`src/rtl/vga_stream_out.sv`:
```
// vga_stream_out: final pixel stage in front of the VGA DAC pins.
//
// An RGB222 Avalon-ST stream is buffered in a small elastic FIFO. Free-running
// counters generate the video timing (640x480@60 by default). The stream is
// locked to the raster using startofpacket. A short or broken frame is blanked
// and the block re-locks on the next frame, so the sync outputs are never
// disturbed.
//
// Ports:
//   clk, reset_n             pixel clock, asynchronous active-low reset
//   snk_data/valid/sop       pixel sink {R[5:4],G[3:2],B[1:0]}, sop = first pixel
//   snk_ready                FIFO not full
//   clear_status             clears the sticky status flags
//   vga_red/green/blue       registered colour, black outside streamed pixels
//   vga_hs, vga_vs           active-low syncs
//   vga_clk, vga_sync        DAC clock (~clk), sync-on-green (tied low)
//   vga_blank                high during active video (DAC BLANK_n)
//   frame_start              one-cycle pulse, aligned with pixel (0,0) on the pins
//   stat_underflow           sticky: FIFO empty at an active pixel while streaming
//   stat_sof_error           sticky: sop arrived before the frame was complete
module vga_stream_out #(
  parameter int FIFO_DEPTH = 16,
  parameter int H_ACTIVE   = 640,
  parameter int H_FP       = 16,
  parameter int H_SYNC     = 96,
  parameter int H_BP       = 48,
  parameter int V_ACTIVE   = 480,
  parameter int V_FP       = 10,
  parameter int V_SYNC     = 2,
  parameter int V_BP       = 33
) (
  input  logic       clk,
  input  logic       reset_n,
  input  logic [5:0] snk_data,
  input  logic       snk_valid,
  input  logic       snk_sop,
  output logic       snk_ready,
  input  logic       clear_status,
  output logic [1:0] vga_red,
  output logic [1:0] vga_green,
  output logic [1:0] vga_blue,
  output logic       vga_hs,
  output logic       vga_vs,
  output logic       vga_clk,
  output logic       vga_sync,
  output logic       vga_blank,
  output logic       frame_start,
  output logic       stat_underflow,
  output logic       stat_sof_error
);

  localparam int H_TOTAL = H_ACTIVE + H_FP + H_SYNC + H_BP;
  localparam int V_TOTAL = V_ACTIVE + V_FP + V_SYNC + V_BP;
  // One extra count of range so that the sync-window end always fits.
  localparam int HW = $clog2(H_TOTAL + 1);
  localparam int VW = $clog2(V_TOTAL + 1);
  localparam int AW = $clog2(FIFO_DEPTH);

  localparam logic [HW-1:0] H_LAST     = HW'(H_TOTAL - 1);
  localparam logic [VW-1:0] V_LAST     = VW'(V_TOTAL - 1);
  localparam logic [HW-1:0] H_ACT      = HW'(H_ACTIVE);
  localparam logic [VW-1:0] V_ACT      = VW'(V_ACTIVE);
  localparam logic [HW-1:0] HS_START   = HW'(H_ACTIVE + H_FP);
  localparam logic [HW-1:0] HS_END     = HW'(H_ACTIVE + H_FP + H_SYNC);
  localparam logic [VW-1:0] VS_START   = VW'(V_ACTIVE + V_FP);
  localparam logic [VW-1:0] VS_END     = VW'(V_ACTIVE + V_FP + V_SYNC);

  if (FIFO_DEPTH < 4 || (FIFO_DEPTH & (FIFO_DEPTH - 1)) != 0) begin : g_bad_depth
    $error("FIFO_DEPTH must be a power of two and at least 4");
  end

  typedef enum logic [1:0] {
    ST_SEEK,    // discarding entries until a sop reaches the FIFO head
    ST_ARMED,   // sop held at the head, waiting for raster origin
    ST_STREAM   // popping one entry per active pixel
  } state_t;

  typedef struct packed {
    logic       sop;
    logic [5:0] data;
  } fifo_entry_t;

  // ---------------------------------------------------------------------------
  // Elastic pixel FIFO. Pointers carry an extra wrap bit to tell full from empty.
  // ---------------------------------------------------------------------------
  fifo_entry_t       mem [FIFO_DEPTH];
  logic [AW:0]       wr_ptr_q, rd_ptr_q;
  logic              full, empty, push, pop;
  fifo_entry_t       head;

  assign empty     = (wr_ptr_q == rd_ptr_q);
  assign full      = (wr_ptr_q[AW] != rd_ptr_q[AW]) &&
                     (wr_ptr_q[AW-1:0] == rd_ptr_q[AW-1:0]);
  assign snk_ready = ~full;
  assign push      = snk_valid & snk_ready;
  assign head      = mem[rd_ptr_q[AW-1:0]];

  // NOTE: the storage array has no reset; dropping its contents on reset only
  // needs the pointers cleared, and a reset-free array maps onto RAM.
  always_ff @(posedge clk) begin
    if (push) begin
      mem[wr_ptr_q[AW-1:0]] <= fifo_entry_t'{sop: snk_sop, data: snk_data};
    end
  end

  // ---------------------------------------------------------------------------
  // Raster position, decoded for the current cycle.
  // ---------------------------------------------------------------------------
  logic [HW-1:0] h_q;
  logic [VW-1:0] v_q;
  logic          active, at_origin, at_end, hs_win, vs_win;

  assign active    = (h_q < H_ACT) && (v_q < V_ACT);
  assign at_origin = (h_q == '0) && (v_q == '0);
  assign at_end    = (h_q == H_LAST) && (v_q == V_LAST);
  assign hs_win    = (h_q >= HS_START) && (h_q < HS_END);
  assign vs_win    = (v_q >= VS_START) && (v_q < VS_END);

  // ---------------------------------------------------------------------------
  // Stream lock: next state, FIFO pop and the pixel value for the next cycle.
  // ---------------------------------------------------------------------------
  state_t     state_q, state_d;
  logic [5:0] pix_d;
  logic       uf_set, sof_set;

  // NOTE: every output of this block gets a default first, so no path leaves a
  // value unassigned and no latch is inferred.
  always_comb begin
    state_d = state_q;
    pop     = 1'b0;
    pix_d   = '0;
    uf_set  = 1'b0;
    sof_set = 1'b0;
    unique case (state_q)
      ST_SEEK: begin
        if (!empty) begin
          if (head.sop) state_d = ST_ARMED;
          else          pop     = 1'b1;
        end
      end
      ST_ARMED: begin
        // The held sop entry becomes pixel (0,0).
        if (at_origin && !empty) begin
          state_d = ST_STREAM;
          pop     = 1'b1;
          pix_d   = head.data;
        end
      end
      ST_STREAM: begin
        if (active) begin
          if (empty) begin
            // Show black and keep going; later pixels are not shifted back.
            uf_set = 1'b1;
          end else if (head.sop) begin
            // Next frame arrived early: blank the rest and re-lock on it.
            sof_set = 1'b1;
            state_d = ST_ARMED;
          end else begin
            pop   = 1'b1;
            pix_d = head.data;
          end
        end
        // Leftover pixels of an over-long frame are discarded by SEEK.
        if (at_end) state_d = ST_SEEK;
      end
      default: state_d = ST_SEEK;
    endcase
  end

  // ---------------------------------------------------------------------------
  // State, counters, pointers and registered pin outputs.
  // ---------------------------------------------------------------------------
  logic [5:0] rgb_q;
  logic       hs_q, vs_q, blank_q, frame_start_q, underflow_q, sof_error_q;

  // NOTE: sequential state uses non-blocking assignments so every register
  // samples values from before the edge, independent of statement order.
  always_ff @(posedge clk or negedge reset_n) begin
    if (!reset_n) begin
      state_q       <= ST_SEEK;
      h_q           <= '0;
      v_q           <= '0;
      wr_ptr_q      <= '0;
      rd_ptr_q      <= '0;
      rgb_q         <= '0;
      hs_q          <= 1'b1;
      vs_q          <= 1'b1;
      blank_q       <= 1'b0;
      frame_start_q <= 1'b0;
      underflow_q   <= 1'b0;
      sof_error_q   <= 1'b0;
    end else begin
      state_q <= state_d;

      if (h_q == H_LAST) begin
        h_q <= '0;
        v_q <= (v_q == V_LAST) ? '0 : v_q + 1'b1;
      end else begin
        h_q <= h_q + 1'b1;
      end

      if (push) wr_ptr_q <= wr_ptr_q + 1'b1;
      if (pop)  rd_ptr_q <= rd_ptr_q + 1'b1;

      rgb_q         <= pix_d;
      hs_q          <= ~hs_win;
      vs_q          <= ~vs_win;
      blank_q       <= active;
      frame_start_q <= at_origin;
      // A new event wins over a clear in the same cycle.
      underflow_q   <= uf_set  | (underflow_q & ~clear_status);
      sof_error_q   <= sof_set | (sof_error_q & ~clear_status);
    end
  end

  assign {vga_red, vga_green, vga_blue} = rgb_q;
  assign vga_hs         = hs_q;
  assign vga_vs         = vs_q;
  assign vga_blank      = blank_q;
  assign frame_start    = frame_start_q;
  assign stat_underflow = underflow_q;
  assign stat_sof_error = sof_error_q;
  assign vga_clk        = ~clk;
  assign vga_sync       = 1'b0;

endmodule

```
`config.mk`:
```
export PLATFORM = sky130hd
export DESIGN_NAME = vga_stream_out
export DESIGN_NICKNAME = d
export VERILOG_FILES = /design/src/rtl/vga_stream_out.sv
export SDC_FILE = /design/constraint.sdc
export NUM_CORES = 1
export LEC_CHECK = 0
export CAP_MARGIN = 0
export CORE_MARGIN = 1.5
export CORE_UTILIZATION = 45
export CTS_CLUSTER_SIZE = 20
export DETAILED_ROUTE_END_ITERATION = 10
export PLACE_DENSITY = 0.73
export SLEW_MARGIN = 5
export SYNTH_ARGS = -nofsm -noshare
export SYNTH_HDL_FRONTEND = slang
export SYNTH_SLANG_ARGS = --single-unit
```
`constraint.sdc`:
```
create_clock -name clk -period 4.8 [get_ports clk]
set_input_delay 0.96 -clock clk [delete_from_list [all_inputs] [get_ports clk]]
set_output_delay 0.96 -clock clk [all_outputs]
set_load 0.01 [all_outputs]
```
==> results_dict.tcl <==
set metrics [dict create \
    status "completed" \
    dr_total_vias 3518 \
    setup_viol 0 \
    synth.cell_area_um2 6610 \
    routed_wl_mm 13.3 \
    finClkSkew_ps 9.50 \
    crit_family "buffers and inverters" \
    start_util_pct 45.8 \
    cts_hold_buf 0 \
    p_switching_mw 1.19 \
    yosys_warnings 0 \
    ant_nets 0 \
    synth-seq-cells 156 \
    antenna_found_initial 0 \
    synth_top_area_share_pct 50.9 \
    dp.cells 603 \
    clkTransAtPathRegs_ps 60 \
    setup_tns_ps 0 \
    drt_iter0_drc 344 \
    grt_max_degree 45 \
    rsz0062_at_grt "no" \
    dr.pass1.iters 4 \
    synth.area.top_cells "edfxtp_1, dfrtp_1, mux4_2" \
    cts_made_buffers 17 \
    crit_path_start_kind "clock port" \
    cp_cell_sequence "clkbuf_16 -> clkbuf_16 -> inv_1 -> clkdlybuf4s50_1" \
    crit_buf_inv 4 \
    die_x_um 124 \
    synth_top_area_cell "edfxtp_1" \
    cp_slowest_stage_delay_ps 520 \
    htreeDepth 4 \
    grt_pass1_vias 3683 \
    placed_area_um2 6990 \
    fin_cells 634 \
    num_antenna_cells 0 \
    slowest_stage "clkdlybuf4s50_1" \
    slew_violations 0 \
    p_per_area_nw_per_um2 535 \
    hold_violations 0 \
    die_h_um 124 \
    num_rows 44 \
    worstSetupPathType "clk2out" \
    p_sw_share_pct 29.4 \
    cp.required_ps 3840 \
    yosysUniqueCellTypes 52 \
    finalNetCount 462 \
    cts_buffer_depth 2 \
    relSlewSlack_pct 32.2 \
    max-vdd-ir-drop_mv 0.340 \
    io-pin-count 26 \
    seqPwrFrac_pct 44.2 \
    clk_root_buffer_cell "clkbuf_16" \
    hp-class "reg2reg" \
    max_slew.worst_pin.slew_ps 1010 \
    synth_seq_area_share_pct 67.5 \
    die_area_um2 15400 \
    syn_area_per_cell_um2 16.1 \
    cpMostUsedCell "clkbuf_16" \
    clkPwrFrac_pct 33.6 \
    power.internal_mw 2.86 \
    p_comb_share_pct 22.2 \
    grt_usage_pct 18.5 \
    post-place-ws_ps 899 \
    nFillCells 1166 \
    fin_util_pct 52.5 \
    synth_ff_type "edfxtp_1" \
    synth-async-reset-ratio_pct 28.2 \
    arrival_ps 3370 \
    synth_most_common_cell "edfxtp_1" \
    synthTopCellsByCount "edfxtp_1, dfrtp_1, mux4_2, nor2_1, nand2_1" \
    cts.repair.resized 0 \
    final_cell_area_um2 7570 \
    synth_edf_count 112 \
    areaGrowthSynthToFinish_pct 14.5 \
    grt_pass1_wl_mm 21.1 \
    power_leakage_nw 2.67 \
    cts_tree "built" \
    fin_ws_ps 467 \
    cts_setup_buffers 0 \
    synth_fp_nets 435 \
    syn-instance-count 411 \
    clkLatencyLatePin_ps 430 \
    drc 0 \
    power.total_mw 4.05 \
    port-buffer-count 24 \
    gr-total-overflow 0 \
    coreArea_um2 14400 \
    wl_per_cell_um 20.9 \
    dpl.hpwl_mm 8.91 \
    cp_max_fo 16 \
    fin_hold_ws_ps 512 \
    place_congestion 0.887 \
    drive_gt1_share_pct 16.4 \
    maxCapViolCount 0 \
    viasPerCell 5.55 \
    cp-end-kind "output pin" \
]
-- state kept, by name, indices dropped and copies added, names as in the netlist --
register,flops
h_q,10
rd_ptr_q,5
vga_blank,1
vga_vs,1
stat_sof_error,1
v_q,10
state_q,2
stat_underflow,1
wr_ptr_q,5
vga_hs,1
rgb_q,6
frame_start,1
mem,112
-- area by class of cell --
| type | count | area, um2 | share of cell area, % |
|---|---|---|---|
| tap | 184 | 230 | 3.04 |
| multi-input combinational | 220 | 1980 | 26.2 |
| clock inverter | 15 | 160 | 2.12 |
| sequential | 156 | 4470 | 59.0 |
| clock buffer | 18 | 435 | 5.75 |
| timing repair buffer | 24 | 233 | 3.07 |
| inverter | 17 | 63.8 | 0.843 |
-- final timing paths --
| path | cells past startpoint | slack (ps) | startpoint | endpoint |
|---|---|---|---|---|
| max | 4 | 470 | clk | vga_clk |
| max in group asynchronous | 1 | 3480 | reset_n | rd_ptr_q[0] |
| min reg2reg | 1 | 510 | wr_ptr_q[4] | wr_ptr_q[4] |
| max reg2reg | 6 | 1680 | rd_ptr_q[0] | mem[1][5] |
| min in group asynchronous | 1 | 680 | reset_n | v_q[3] |
| min | 1 | 510 | wr_ptr_q[4] | wr_ptr_q[4] |
-- power by group through the flow --
stage	Combinational [mW]	Clock [mW]	Sequential, mW
global route	0.967	1.44	1.82
detailed placement	0.900	0.0241	1.82
global placement	0.881	0.0241	1.81
floorplan	0.820	0.00819	1.66
finish	0.900	1.36	1.79
CTS	0.906	1.39	1.79
-- metal layers --
| layer | wire (um) | share of wire (%) | vias up | track usage, % |
|---|---|---|---|---|
| li1 | - | - | 1612 | - |
| met1 | 5880 | 44 | 1793 | 25.4 |
| met2 | 6380 | 48 | 96 | 28.4 |
| met3 | 776 | 5.8 | 17 | 5.47 |
| met4 | 241 | 1.8 | 0 | 6.22 |
| met5 | 0 | 0 | - | 0 |
-- layout by cell type (no fill, tap or decap), types with 4 or more instances in the layout --
master | netlist | layout
clkdlybuf4s50_1 | 0 | 23
nor2b_1 | 12 | 12
nor3_1 | 9 | 9
edfxtp_1 | 112 | 112
nor2_1 | 23 | 23
nand3_1 | 16 | 16
mux4_2 | 33 | 33
dfrtp_1 | 42 | 41
a21oi_1 | 6 | 6
inv_6 | 0 | 6
o21ai_0 | 7 | 7
xor2_1 | 9 | 9
nand2b_1 | 5 | 5
clkbuf_16 | 0 | 17
xnor2_1 | 14 | 14
mux2i_1 | 4 | 4
inv_1 | 17 | 17
nand4_1 | 7 | 7
o22ai_1 | 4 | 4
ha_1 | 13 | 13
nand2_1 | 21 | 21
-- logic make-up after synthesis --
kind of cell             Yosys count  synth area share, %
XOR/XNOR                          23                 3.05
flip-flops                       156                 67.5
AND/OR/NAND/NOR                  112                 8.86
buffers and inverters             35                 2.48
multiplexers                      39                 12.2
other                              1               0.0567
AO/OA/AOI/OAI                     32                 3.37
adder cells (fa/ha/maj)           13                 2.46
Note: power is estimated with default switching activity, not from simulation.
